## config.mk

```make
export PLATFORM = sky130hd
export DESIGN_NAME = hyper_evt_tracker
export DESIGN_NICKNAME = d
export VERILOG_FILES = /design/src/rtl/hyper_evt_tracker.sv
export SDC_FILE = /design/constraint.sdc
export NUM_CORES = 1
export LEC_CHECK = 0
export BUFFER_PORTS_ARGS = -buffer_cell sky130_fd_sc_hd__buf_2
export CORE_MARGIN = 5
export CORE_UTILIZATION = 35
export DETAILED_ROUTE_END_ITERATION = 8
export GPL_ROUTABILITY_DRIVEN = 0
export GPL_TIMING_DRIVEN = 0
export PLACE_DENSITY_LB_ADDON = 0.12
export REMOVE_ABC_BUFFERS = 1
export SLEW_MARGIN = 5
export SYNTH_ARGS = -nofsm -noshare
export SYNTH_HDL_FRONTEND = slang
export SYNTH_SLANG_ARGS = --single-unit
```

## constraint.sdc

```tcl
create_clock -name sys_clk_i -period 4.5 [get_ports sys_clk_i]
set_input_delay 0.45 -clock sys_clk_i [delete_from_list [all_inputs] [get_ports sys_clk_i]]
set_output_delay 0.45 -clock sys_clk_i [all_outputs]
set_load 0.02 [all_outputs]
```

## src/rtl/hyper_evt_tracker.sv

```systemverilog
`default_nettype none
// ============================================================================
//  Module   : hyper_evt_tracker
//  Purpose  : Event tracker downstream of the HyperBus uDMA macro. Counts
//             end-of-transfer completions, latches maskable pending flags,
//             drives one registered level interrupt and queues completion
//             records in a small FIFO that software pops over the uDMA cfg bus.
//  Ports    : sys_clk_i   - single clock
//             rst_i       - asynchronous active-high reset
//             evt_i[3:0]  - [0] rx chan, [1] tx chan, [2] eot read, [3] eot write
//             cfg_valid_i, cfg_rwn_i, cfg_addr_i[2:0], cfg_data_i[31:0]
//                         - cfg request (rwn: 1 = read, 0 = write)
//             cfg_ready_o, cfg_data_o[31:0]
//                         - cfg response, exactly one cycle after the request
//             irq_o       - registered |(pending & mask)
//  Register map: 0 STATUS, 1 MASK, 2 CNT_RD, 3 CNT_WR, 4 FIFO_POP, 5 CLEAR,
//             6-7 read as zero.
//  Option   : define HYPER_EVT_TRACKER_TIMEOUT_EN to build the channel-event
//             watchdog that drives pending[4]; otherwise pending[4] and
//             MASK[4] are hard-wired to zero.
//  Revision : 1.0 - initial release
// ============================================================================
module hyper_evt_tracker #(
    parameter int unsigned FIFO_DEPTH  = 4,
    parameter int unsigned CNT_WIDTH   = 16,
    parameter int unsigned TIMEOUT_CYC = 1024
) (
    input  logic        sys_clk_i,
    input  logic        rst_i,
    input  logic [3:0]  evt_i,
    input  logic        cfg_valid_i,
    input  logic        cfg_rwn_i,
    input  logic [2:0]  cfg_addr_i,
    input  logic [31:0] cfg_data_i,
    output logic        cfg_ready_o,
    output logic [31:0] cfg_data_o,
    output logic        irq_o
);

    localparam int unsigned PTR_W  = $clog2(FIFO_DEPTH);
    localparam int unsigned FCNT_W = PTR_W + 1;

    localparam logic [2:0] ADDR_STATUS = 3'd0;
    localparam logic [2:0] ADDR_MASK   = 3'd1;
    localparam logic [2:0] ADDR_CNT_RD = 3'd2;
    localparam logic [2:0] ADDR_CNT_WR = 3'd3;
    localparam logic [2:0] ADDR_POP    = 3'd4;
    localparam logic [2:0] ADDR_CLEAR  = 3'd5;

    logic [4:0]           pend_q, pend_d;
    logic [4:0]           mask_q, mask_d;
    logic [CNT_WIDTH-1:0] cnt_rd_q, cnt_rd_d;
    logic [CNT_WIDTH-1:0] cnt_wr_q, cnt_wr_d;
    logic                 ovf_q, ovf_d;
    logic [PTR_W-1:0]     wptr_q, rptr_q;
    logic [FCNT_W-1:0]    fcnt_q, fcnt_d;
    logic                 irq_q;
    logic                 rdy_q;
    logic [31:0]          rdata_q, rdata_d;

    logic [1:0]           rec_type_q [FIFO_DEPTH];
    logic [CNT_WIDTH-1:0] rec_seq_q  [FIFO_DEPTH];

    logic                 w_req_rd, w_req_wr;
    logic                 w_push, w_pop, w_full, w_drop, w_wr_en;
    logic [1:0]           w_type;
    logic [CNT_WIDTH-1:0] w_seq;
    logic [4:0]           w_clr;
    logic                 w_clr_ovf;
    logic                 w_to_hit;
    logic [4:0]           w_impl_mask;
    logic                 w_unused_ok;

    assign w_req_rd  = cfg_valid_i &  cfg_rwn_i;
    assign w_req_wr  = cfg_valid_i & ~cfg_rwn_i;
    assign w_push    = evt_i[2] | evt_i[3];
    assign w_type    = {evt_i[3], evt_i[2]};
    // Sequence number is the total completions seen before this record.
    assign w_seq     = cnt_rd_q + cnt_wr_q;
    assign w_full    = (fcnt_q == FCNT_W'(FIFO_DEPTH));
    assign w_pop     = w_req_rd && (cfg_addr_i == ADDR_POP) && (fcnt_q != '0);
    // A pop in the same cycle frees a slot, so only an unaccompanied push drops.
    assign w_drop    = w_push && w_full && !w_pop;
    assign w_wr_en   = w_push && !w_drop;
    assign w_clr     = (w_req_wr && cfg_addr_i == ADDR_CLEAR) ? cfg_data_i[4:0] : 5'd0;
    assign w_clr_ovf = w_req_wr && (cfg_addr_i == ADDR_CLEAR) && cfg_data_i[8];

`ifdef HYPER_EVT_TRACKER_TIMEOUT_EN
    localparam int unsigned WD_W = $clog2(TIMEOUT_CYC + 1);

    logic            wd_act_q, wd_act_d;
    logic [WD_W-1:0] wd_cnt_q, wd_cnt_d;

    assign w_impl_mask = 5'h1F;
    assign w_unused_ok = ^{cfg_data_i[31:9], cfg_data_i[7:5]};

    // Any eot disarms; a channel event (re)arms from zero; otherwise count
    // while armed and fire once the limit is reached.
    always_comb begin
        wd_act_d = wd_act_q;
        wd_cnt_d = wd_cnt_q;
        w_to_hit = 1'b0;
        if (w_push) begin
            wd_act_d = 1'b0;
            wd_cnt_d = '0;
        end else if (evt_i[0] | evt_i[1]) begin
            wd_act_d = 1'b1;
            wd_cnt_d = '0;
        end else if (wd_act_q) begin
            if (wd_cnt_q == WD_W'(TIMEOUT_CYC - 1)) begin
                w_to_hit = 1'b1;
                wd_act_d = 1'b0;
                wd_cnt_d = '0;
            end else begin
                wd_cnt_d = wd_cnt_q + 1'b1;
            end
        end
    end

    always_ff @(posedge sys_clk_i or posedge rst_i) begin
        if (rst_i) begin
            wd_act_q <= 1'b0;
            wd_cnt_q <= '0;
        end else begin
            wd_act_q <= wd_act_d;
            wd_cnt_q <= wd_cnt_d;
        end
    end
`else
    assign w_to_hit    = 1'b0;
    assign w_impl_mask = 5'h0F;
    // The watchdog limit has no meaning without the watchdog.
    assign w_unused_ok = ^{cfg_data_i[31:9], cfg_data_i[7:5], TIMEOUT_CYC[0]};
`endif

    // State update: a new set always wins over a same-cycle W1C clear.
    always_comb begin
        pend_d   = (pend_q & ~w_clr) | {w_to_hit, evt_i};
        ovf_d    = (ovf_q & ~w_clr_ovf) | w_drop;
        mask_d   = mask_q;
        if (w_req_wr && cfg_addr_i == ADDR_MASK) begin
            mask_d = cfg_data_i[4:0] & w_impl_mask;
        end
        cnt_rd_d = cnt_rd_q + CNT_WIDTH'(evt_i[2]);
        cnt_wr_d = cnt_wr_q + CNT_WIDTH'(evt_i[3]);
        fcnt_d   = fcnt_q + FCNT_W'(w_wr_en) - FCNT_W'(w_pop);
    end

    // Read mux: samples register state as it stands at the request edge.
    always_comb begin
        rdata_d = 32'd0;
        if (w_req_rd) begin
            case (cfg_addr_i)
                ADDR_STATUS: rdata_d = {16'd0, 4'(fcnt_q), 3'd0, ovf_q, 3'd0, pend_q};
                ADDR_MASK:   rdata_d = {27'd0, mask_q};
                ADDR_CNT_RD: rdata_d = 32'(cnt_rd_q);
                ADDR_CNT_WR: rdata_d = 32'(cnt_wr_q);
                ADDR_POP: begin
                    if (fcnt_q != '0) begin
                        rdata_d = 32'h8000_0000 | {14'd0, rec_type_q[rptr_q], 16'd0}
                                | 32'(rec_seq_q[rptr_q]);
                    end
                end
                default:     rdata_d = 32'd0;
            endcase
        end
    end

    // Record storage carries no reset: resetting the pointers empties it.
    always_ff @(posedge sys_clk_i) begin
        if (w_wr_en) begin
            rec_type_q[wptr_q] <= w_type;
            rec_seq_q[wptr_q]  <= w_seq;
        end
    end

    always_ff @(posedge sys_clk_i or posedge rst_i) begin
        if (rst_i) begin
            pend_q   <= 5'd0;
            mask_q   <= 5'd0;
            cnt_rd_q <= '0;
            cnt_wr_q <= '0;
            ovf_q    <= 1'b0;
            wptr_q   <= '0;
            rptr_q   <= '0;
            fcnt_q   <= '0;
            irq_q    <= 1'b0;
            rdy_q    <= 1'b0;
            rdata_q  <= 32'd0;
        end else begin
            pend_q   <= pend_d;
            mask_q   <= mask_d;
            cnt_rd_q <= cnt_rd_d;
            cnt_wr_q <= cnt_wr_d;
            ovf_q    <= ovf_d;
            fcnt_q   <= fcnt_d;
            if (w_wr_en) wptr_q <= wptr_q + 1'b1;
            if (w_pop)   rptr_q <= rptr_q + 1'b1;
            irq_q    <= |(pend_q & mask_q);
            rdy_q    <= cfg_valid_i;
            rdata_q  <= rdata_d;
        end
    end

    assign cfg_ready_o = rdy_q;
    assign cfg_data_o  = rdata_q;
    assign irq_o       = irq_q;

endmodule
`default_nettype wire

```

Word-level counts from Yosys, hierarchy flattened:

Memory sizes are Yosys's and may differ from the RTL's.
Index checks and enable logic that the tools add are counted.

* $add $sub $neg: 7
* mux-type cells: 6
* bitwise logic cells: 12
* equal/unequal tests: 6
* reductions and logical operators: 13

Operator list (number)
* 32-bit case mux with 5 select lines: 1
* 32-bit two-way mux: 2
* 16-bit by 1-bit adder with 16-bit output: 2
* 32-bit by 16-bit bitwise OR with 32-bit output: 1
* 16-bit adder: 1
* 3-bit == test (second input constant): 3
* 1-bit logical AND: 8
* 3-bit by 2-bit == test with 1-bit output (second input constant): 2
* 5-bit by 4-bit bitwise AND with 5-bit output: 1
* 5-bit bitwise AND: 1
* 5-bit two-way mux: 1
* 5-bit inverter: 1
* 5-bit by 4-bit bitwise OR with 5-bit output: 1
* 5-bit OR reduction: 1
* 2-bit by 1-bit adder with 2-bit output (second input constant): 2
* 3-bit by 1-bit adder with 3-bit output: 1
* 1-bit bitwise AND: 3
* 3-bit by 1-bit == test with 1-bit output (second input constant): 1
* 3-bit logical NOT: 1
* 3-bit nonzero test: 1
* 3-bit by 1-bit subtractor with 3-bit output: 1
* 1-bit logical NOT: 2
* 1-bit two-way mux: 2
* 1-bit inverter: 2
* 1-bit bitwise OR: 2

* register bits: 83
* output and inout bits: 34
* memories: 2
* RAM bits: 72

Memory list
* rec_seq_q: words 4, bits a word 16, rd ports 1, clocked after Yosys merged registers in 0, wr ports 1, line 62 `logic [CNT_WIDTH-1:0] rec_seq_q [FIFO_DEPTH];`
* rec_type_q: words 4, bits a word 2, rd ports 1, clocked after Yosys merged registers in 0, wr ports 1, line 61 `logic [1:0] rec_type_q [FIFO_DEPTH];`

Logic depth before layout (Yosys ltp):

Gate-level depths: netlist of run 1.

* depth in word-level cells: 9
* depth in mapped cells: 10

Least setup slack after synthesis of run 1:

No wires, ideal clock.

* path type: input-to-reg
* from: input cfg_addr_i[0]
* to: register fcnt_q[2]
* library setup time: 0.127 ns
* path slack: 1.938 ns
* cell stages on the path: 10
* arrival time: 2.435 ns
* cells stage by stage: buf_2 -> nor4b_4 -> nand3_4 -> a31oi_4 -> a21o_1 -> ha_1 -> inv_1 -> fa_1 -> xnor2_1 -> xnor2_1

* cells in the longest elaborated chain, start to end: 9

RTL lines
* start: declaration: line 33 `input logic [2:0] cfg_addr_i,`
* 3-bit == test *: line 81 `assign w_pop = w_req_rd && (cfg_addr_i == ADDR_POP) && (fcnt_q != '0);`
* 1-bit logical AND * (2 in a row): line 81
* 1-bit logical NOT: line 83 `assign w_drop = w_push && w_full && !w_pop;`
* 1-bit logical AND: line 83
* 1-bit logical NOT: line 84 `assign w_wr_en = w_push && !w_drop;`
* 1-bit logical AND: line 84
* 3-bit by 1-bit adder with 3-bit output: line 146 `fcnt_d = fcnt_q + FCNT_W'(w_wr_en) - FCNT_W'(w_pop);`
* 3-bit by 1-bit subtractor with 3-bit output *: line 146
* named net fcnt_d[2]: line 56 `logic [FCNT_W-1:0] fcnt_q, fcnt_d;`
* end signal: assignment: line 196 `fcnt_q <= fcnt_d;`
* end: declaration: line 56

Mark *: on every way through the listed nets, which the timed path passes. The rest lies on a longest branch.
A chain may end at the register's enable or synchronous reset.

Worst setup path in the final report of run 1:

* from: register fcnt_q[1]
* to: memory rec_seq_q[1][10], enable pin

* cells in the longest elaborated chain, start to end: 8
* elaborated cells on any way between the ends: 10
* those cells by class: eq/ne: 1; mux: 2; reduce/logical: 7

RTL lines
* 3-bit nonzero test: line 81
* 1-bit logical AND: line 81
* 1-bit logical NOT: line 83
* 1-bit logical AND *: line 83
* 1-bit logical NOT *: line 84
* 1-bit logical AND *: line 84
* 1-bit two-way mux *: line 171 `if (w_wr_en) begin`
* 1-bit two-way mux (implied by the code) *: line 173 `rec_seq_q[wptr_q] <= w_seq;`
* end: declaration: line 62

Every way passes the cells marked *; elsewhere a longest branch is shown, timed or not.

==> results.md, run 1 <==
* Final ANT Viol Nets at 0
* Aggregate global routing overflow at 0
* Post-cts resize count at 0
* Gate count after technology mapping at 485
* Number of enable flip-flop cells after synthesis at 72
* Gr busiest metal: met2
* Most area-hungry cell type in the Yosys netlist: sky130_fd_sc_hd__edfxtp_1
* Initial DRT Pass Iterations at 4
* Crit-path leading delay family: simple AND/OR/NAND/NOR gates
* Share of the clock period used by the worst path after layout at 71.1%
* Number of nets in the layout at 597
* Worst hold-check path type: in2async
* Sw power at 1.46 mW
* Classification of the worst setup path: reg2reg
* Post-detailed-placement half-perimeter wirelength at 9880 um
* Starting density of the core at 35.3%
* Maximum number of pins on one net before global-route repair at 44
* CP max stage cell: sky130_fd_sc_hd__and2_1
* PortBufs at 37
* Power share of the combinational group at 24.6%
* Nature of the critical path startpoint: flop
* Post-Syn Area at 0.00659 mm2
* Sequential share of the synthesized area at 59.4%
* Floorplan die width at 147 um
* Crit path buf inv count at 1
* Std-Cell Rows at 50
* Worst-Margin Slew at 1050 ps
* Area of the die at 0.0217 mm2
* TritonCTS clock tree: yes
* Sequential fraction of design power at 47.4%
* Main synth FF type: sky130_fd_sc_hd__edfxtp_1
* Average wire length per cell after detail routing at 18.2 um
* Synthesized area per cell at 13.6 um2
* Antenna violations before repair at 0
* Most frequently used cell type in the post-synthesis netlist: sky130_fd_sc_hd__edfxtp_1
* CTS Root Cell: sky130_fd_sc_hd__clkbuf_16
* Largest stage delay, worst path at 870 ps
* Number of buffers inserted to repair setup after CTS at 0
* # DRC at 0
* Vias in the first global route at 3,958
* Via Count at 3,800
* Ant. Diodes at 0
* GR Layer Usage met1 at 18.8%
* CTS clk-pin slew, worst paths at 60 ps
* Count of different cell masters after synthesis at 47
* Maximum clock insertion buffer count at 2
* Cells traversed along the worst timing path: nor3_2 > nor4b_4 > buf_8 > nand3_4 > a31oi_4 > and2_1
* Commonest cells in the synthesized netlist: sky130_fd_sc_hd__edfxtp_1 (72), sky130_fd_sc_hd__dfrtp_1 (70), sky130_fd_sc_hd__nor2_1 (50)
* WL final at 14,100 um
* Data required time of the critical path at 4530 ps
* Area Growth Syn to Fin at 14.4%
* Highest achievable clock rate at 313 MHz
* Final hold violation count at 0
* Met3 routing resource usage after global routing at 3.24%
* Layout Skew at 8.58 ps
* Synth top area share at 32.8%
* Clock sink total at 142
* Leakage power figure at 3.06 nW
* Internal power of the cells at 3.21 mW
* Power density over the cells at 619 mW/mm2
* Maximum vdd drop at 0.243 mV
* Quantity of hold-fixing buffers added after cts at 0
* Critical path fanouts, max at 18
* Time the final worst path needs with I/O delays and setup at 3200 ps
* Unrepaired setup endpoints after global routing: false
* Worst relative slew slack at 30.0%
* M2 GR Usage at 22.1%
* Asr flop ratio synth at 49.3%
* Number of fillers in the final layout at 1,726
* Clock network fraction of design power at 28.0%
* Setup TNS at 0 ps
* Critical Path AT at 3230 ps
* Core footprint at 0.0186 mm2
* Cell types with the largest area share after synthesis: sky130_fd_sc_hd__edfxtp_1 (33%), sky130_fd_sc_hd__dfrtp_1 (27%), sky130_fd_sc_hd__mux4_2 (7.5%)
* Result of the run: finished clean
* Die height at 147 um
* Max Transition Viols Final at 0
* TritonCTS Buffers at 17
* Crit. End Element: flop
* Clock network latency to the later pin of the worst-skew pair at 420 ps
* Global-route wire length before repair at 22,800 um
* CTS HTree Levels at 4
* Total I/O pin count at 77
* Synthesized flop and latch total at 142
* Setup violators final at 0
* Minimum hold slack at 28.2 ps
* Total of max-cap violations at 0
* Overall track demand over capacity in global routing at 13.9%
* Number of synthesis warnings at 0
* Fraction of layout cells with a size suffix above 1 at 18.7%
* Switching share of power at 31.3%
* Initial DRC count at 286
* Average via count per standard cell at 4.90
[layout by cell type, fill, tap and decap left out, types with 18 or more instances in the layout]
| master | instances |
|---|---|
| sky130_fd_sc_hd__nand3_1 | 18 |
| sky130_fd_sc_hd__ha_1 | 24 |
| sky130_fd_sc_hd__a21oi_1 | 28 |
| sky130_fd_sc_hd__nor2_1 | 50 |
| sky130_fd_sc_hd__dfrtp_1 | 69 |
| sky130_fd_sc_hd__edfxtp_1 | 72 |
| sky130_fd_sc_hd__mux4_2 | 22 |
| sky130_fd_sc_hd__nand2_1 | 26 |
| sky130_fd_sc_hd__xnor2_1 | 33 |
| sky130_fd_sc_hd__buf_2 | 37 |
[stage by stage]
| step | util, % | total power, mW | setup slack, ps | std cells | area, um2 |
|---|---|---|---|---|---|
| after floorplan | - | 3.00 | 1880 | 470 | 6480 |
| after global placement | 37.3 | 3.35 | 543 | 741 | 6950 |
| after detailed placement | 37.5 | 3.41 | 974 | 743 | 7000 |
| after CTS | 40.4 | 4.73 | 1230 | 775 | 7540 |
| after global routing | 40.5 | 4.95 | 1100 | 775 | 7540 |
| final | 40.5 | 4.67 | 1300 | 775 | 7540 |
[kinds of logic (layout without fill, tap and decap cells)]
group	count (synthesis)	after routing	synth area share [%]
buffers and inverters	35	79	2.87
AOI/OAI and AO/OA	65	65	6.49
muxes	38	38	10.0
other	1	13	0.0569
and+or+nand+nor	131	131	9.76
DFF	142	142	59.4
xor gates and xnor gates	47	47	6.25
adders and majority gates	26	26	5.16
[registers in the layout, indices dropped and copies added, names as in the netlist]
name / flops
rec_seq_q: 64
cfg_data_o: 19
cnt_rd_q: 16
cnt_wr_q: 16
rec_type_q: 8
pend_q: 5
mask_q: 4
fcnt_q: 3
rptr_q: 2
wptr_q: 2
cfg_ready_o: 1
irq_o: 1
ovf_q: 1
[worst reg2reg max path, cell delays in order (launching register included)]
cell and delay, ps:
sky130_fd_sc_hd__dfrtp_1 520, sky130_fd_sc_hd__nor3_2 100, sky130_fd_sc_hd__nor4b_4 620, sky130_fd_sc_hd__buf_8 240
sky130_fd_sc_hd__nand3_4 150, sky130_fd_sc_hd__a31oi_4 300, sky130_fd_sc_hd__and2_1 870
[area by class of cell]
class	count	area (um2)	share of cell area (%)
Timing Repair Buffer	39	228	3.02
Multi-Input combinational cell	320	2530	33.6
Sequential cell	142	3920	51.9
Clock buffer	20	447	5.92
Inverter	8	32.5	0.431
Tap cell	234	293	3.88
Clock inverter	12	95.1	1.26
[worst paths after layout]
check                      cells past startpoint               end         start  slack, ps
setup / recovery                               6  rec_seq_q[1][10]     fcnt_q[1]       1300
hold / removal                                 2             irq_o         rst_i         30
setup reg to reg                               6  rec_seq_q[1][10]     fcnt_q[1]       1300
hold reg to reg                                1      cnt_wr_q[15]  cnt_wr_q[15]        510
max in group asynchronous                      3    cfg_data_o[15]         rst_i       3920
min in group sys_clk_i                         1       cfg_ready_o   cfg_valid_i        210
[layer usage]
layer / routed length, um / up-vias
li1: - / 1822
met1: 6830 / 1925
met2: 6780 / 47
met3: 370 / 6
met4: 127 / 0
met5: 0 / -
[power groups by stage]
stage / Clock (mW) / Sequential, mW / Combinational (mW)
floorplan: 0 / 2.14 / 0.855
global placement: 0 / 2.23 / 1.12
detailed placement: 0 / 2.25 / 1.16
CTS: 1.35 / 2.23 / 1.16
global route: 1.41 / 2.27 / 1.27
finish: 1.31 / 2.21 / 1.15
Power figures use the tool's default switching activity.
==> run 2: changes to the inputs <==
--- a/config.mk
+++ b/config.mk
@@ -5,6 +5,7 @@
 export SDC_FILE = /design/constraint.sdc
 export NUM_CORES = 1
 export LEC_CHECK = 0
+export ABC_AREA = 1
 export BUFFER_PORTS_ARGS = -buffer_cell sky130_fd_sc_hd__buf_2
 export CORE_MARGIN = 5
 export CORE_UTILIZATION = 35
==> constraint.sdc (replaced) <==
create_clock -name sys_clk_i -period 2.7 [get_ports sys_clk_i]
set_input_delay 0.27 -clock sys_clk_i [delete_from_list [all_inputs] [get_ports sys_clk_i]]
set_output_delay 0.27 -clock sys_clk_i [all_outputs]
set_load 0.02 [all_outputs]
==> run 2 against run 1 <==
Flip-flop and latch count stayed put. Clock skew is 1.7 ps higher. Final area up 9.2%. Largest power group unchanged. Highest routed layer unchanged.
==> results.md, run 2 <==
* WL final at 16,800 um (+19%)
* Gr busiest metal: met2
* Total of max-cap violations at 0 (unchanged)
* PnR Total Power at 9.93 mW (+110%)
* Worst-Margin Slew at 1010 ps (-39.9 ps)
* Cell types with the largest area share after synthesis: sky130_fd_sc_hd__edfxtp_1 (31%), sky130_fd_sc_hd__dfrtp_1 (25%), sky130_fd_sc_hd__nand2_1 (8.6%)
* Highest achievable clock rate at 415 MHz (+33%)
* Clock network latency to the later pin of the worst-skew pair at 420 ps (about the same)
* Synthesized flop and latch total at 142 (unchanged)
* Critical Path AT at 2740 ps (-490 ps)
* Met3 routing resource usage after global routing at 3.58% (+0.34 points)
* Core footprint at 0.0200 mm2 (+7.5%)
* Sequential share of the synthesized area at 55.3% (-4.1 points)
* Cell total after placement at 1,060 (+43%)
* Worst hold-check path type: in2reg
* Die height at 152 um (+3.4%)
* Unrepaired setup endpoints after global routing: false
* Setup WS post-layout at 292 ps (-1010 ps)
* Setup violators final at 0 (unchanged)
* PortBufs at 37 (unchanged)
* Ant. Diodes at 0 (unchanged)
* Number of enable flip-flop cells after synthesis at 72 (unchanged)
* Maximum number of pins on one net before global-route repair at 46 (+4.5%)
* Worst relative slew slack at 32.6% (+2.7 points)
* Main synth FF type: sky130_fd_sc_hd__edfxtp_1
* Std-Cell Rows at 52 (+4.0%)
* GR Layer Usage met1 at 19.3% (+0.52 points)
* Starting density of the core at 35.3% (-0.047 points)
* Crit path buf inv count at 2 (+1)
* Layout Skew at 10.3 ps (+1.72 ps)
* TritonCTS Buffers at 17 (unchanged)
* Initial DRC count at 208 (-27%)
* Area Growth Syn to Fin at 16.4%
* Quantity of hold-fixing buffers added after cts at 3 (+3)
* Final hold violation count at 0 (unchanged)
* Post-cts resize count at 0 (unchanged)
* CTS HTree Levels at 4 (unchanged)
* Number of fillers in the final layout at 2,040 (+18%)
* Synth top area share at 30.6% (-2.2 points)
* Average via count per standard cell at 4.60 (-6.1%)
* Max Transition Viols Final at 0 (unchanged)
* Initial DRT Pass Iterations at 4 (unchanged)
* Aggregate global routing overflow at 0 (unchanged)
* Most frequently used cell type in the post-synthesis netlist: sky130_fd_sc_hd__nand2_1
* Most flops, register: rec_seq_q
* Overall track demand over capacity in global routing at 15.0% (+1.1 points)
* CTS Root Cell: sky130_fd_sc_hd__clkbuf_16
* Max FFs per register at 64 (unchanged)
* FF/Latch Area at 0.00392 mm2 (unchanged)
* Crit. End Element: flop
* Share of the clock period used by the worst path after layout at 89.2% (+18 points)
* Global-route wire length before repair at 27,400 um (+20%)
* M2 GR Usage at 25.3% (+3.2 points)
* Top library cells by usage in the layout, fill and taps aside: sky130_fd_sc_hd__nand2_1 (163), sky130_fd_sc_hd__nor2_1 (106), sky130_fd_sc_hd__inv_1 (90)
* CTS clk-pin slew, worst paths at 60 ps (about the same)
* TritonCTS clock tree: yes
* Most area-hungry cell type in the Yosys netlist: sky130_fd_sc_hd__edfxtp_1
* Total I/O pin count at 77 (unchanged)
* Count of different cell masters after synthesis at 35 (-26%)
* Minimum hold slack at 34.6 ps (+6.39 ps)
* Post-Syn Area at 0.00707 mm2 (+7.3%)
* Largest stage delay, worst path at 390 ps (-480 ps)
* Critical path fanouts, max at 17 (-1)
* Via Count at 5,041 (+33%)
* Asr flop ratio synth at 49.3% (unchanged)
* Maximum clock insertion buffer count at 2 (unchanged)
* Floorplan die width at 152 um (+3.4%)
* Area of the die at 0.0232 mm2 (+6.8%)
* Time the final worst path needs with I/O delays and setup at 2410 ps (-790 ps)
* Cells traversed along the worst timing path: inv_2 > nand2_1 > nor2_2 > nor2_8 > nand2_4 > nand2_4 > nand3_1 > o21ai_1 > ha_1 > inv_1 > fa_1 > xnor2_1 > xor2_1
* Maximum vdd drop at 0.567 mV (+130%)
* Commonest cells in the synthesized netlist: sky130_fd_sc_hd__nand2_1 (163), sky130_fd_sc_hd__nor2_1 (110), sky130_fd_sc_hd__inv_1 (91)
* Average wire length per cell after detail routing at 15.3 um (-16%)
* Fraction of layout cells with a size suffix above 1 at 12.2% (-6.4 points)
* CP max stage cell: sky130_fd_sc_hd__dfrtp_1
* Gate count after technology mapping at 763 (+57%)
* Number of buffers inserted to repair setup after CTS at 0 (unchanged)
* Clock sink total at 142 (unchanged)
* Post-place setup slack at 22.0 ps (-952 ps)
* Commonest non-fill, non-tap cell in the layout: sky130_fd_sc_hd__nand2_1
* Data required time of the critical path at 3040 ps (-1490 ps)
* Number of synthesis warnings at 0 (unchanged)
* Power density over the cells at 1210 mW/mm2 (+95%)
* Vias in the first global route at 5,178 (+31%)
* # DRC at 0 (unchanged)
* Fraction of the core area covered by cells at the end of the flow at 41.1% (+0.65 points)
* Number of nets in the layout at 881 (+48%)
* Crit-path leading delay family: simple AND/OR/NAND/NOR gates
* Fin cells at 1,095 (+41%)
* Leakage power figure at 3.85 nW (+26%)
* Result of the run: finished clean
* CP most frequent cell: sky130_fd_sc_hd__nand2_4
* Nature of the critical path startpoint: flop
* Multi-input gate area in the final layout at 0.00268 mm2 (+5.8%)
* Post-detailed-placement half-perimeter wirelength at 12,300 um (+25%)
* Final ANT Viol Nets at 0 (unchanged)
* Synthesized area per cell at 9.27 um2 (-32%)
* Antenna violations before repair at 0 (unchanged)
* Classification of the worst setup path: reg2reg
[run 2: cell count changes in the layout (fill, tap and decap cells not counted), moves of 18 or more]
cell	delta
sky130_fd_sc_hd__nand2_1	+137
sky130_fd_sc_hd__inv_1	+83
sky130_fd_sc_hd__nor2_1	+56
sky130_fd_sc_hd__o21ai_0	+37
sky130_fd_sc_hd__xnor2_1	-27
sky130_fd_sc_hd__mux4_2	-22
sky130_fd_sc_hd__xor2_1	+18
[run 2: worst paths after layout]
| path | start | end | slack (ps) | depth (start not counted) |
|---|---|---|---|---|
| max | fcnt_q[1] | fcnt_q[2] | 290 | 13 |
| min | evt_i[0] | pend_q[0] | 30 | 2 |
| max reg2reg | fcnt_q[1] | fcnt_q[2] | 290 | 13 |
| min reg2reg | ovf_q | ovf_q | 480 | 2 |
| max in group asynchronous | rst_i | cfg_data_o[10] | 1760 | 4 |
| min in group asynchronous | rst_i | irq_o | 380 | 3 |
[run 2: metrics by stage]
stage | setup TNS [ps] | area, um2
final | 0 | 8240
after floorplan | 0 | 6950
after CTS | 0 | 8240
after global placement | -75250 | 7470
after global routing | 0 | 8240
after detailed placement | 0 | 7610
[run 2: layout make-up]
| cell class | count | area share, % |
|---|---|---|
| tap | 270 | 4.10 |
| clock buffer | 18 | 5.33 |
| sequential | 142 | 47.5 |
| timing repair buffer | 45 | 4.13 |
| inverter | 97 | 4.45 |
| multi-input combinational | 509 | 32.5 |
| clock inverter | 14 | 1.93 |
[run 2: kinds of logic (layout without fill, tap and decap cells)]
family	Yosys count	count (layout)	synth area share [%]
fa+ha+maj	26	26	4.81
buf+inv	124	174	7.57
compound gates	92	92	7.02
flops	142	142	55.3
simple gates	339	339	20.3
other cells	1	13	0.0530
mux	1	1	0.212
xor+xnor	38	38	4.70
[run 2: routing by layer]
| layer | part of all wire (%) | up-vias |
|---|---|---|
| li1 | - | 2545 |
| met1 | 46 | 2399 |
| met2 | 49 | 78 |
| met3 | 3.5 | 19 |
| met4 | 1.3 | 0 |
| met5 | 0 | - |
[run 2: power by group]
group | switching (mW) | total [mW] | leakage [nW] | internal [mW]
logic | 2.31 | 3.51 | 2.08 | 1.20
clock network | 0.944 | 2.35 | 0.283 | 1.40
registers | 0.550 | 4.07 | 1.48 | 3.52
total | 3.81 | 9.93 | 3.85 | 6.12
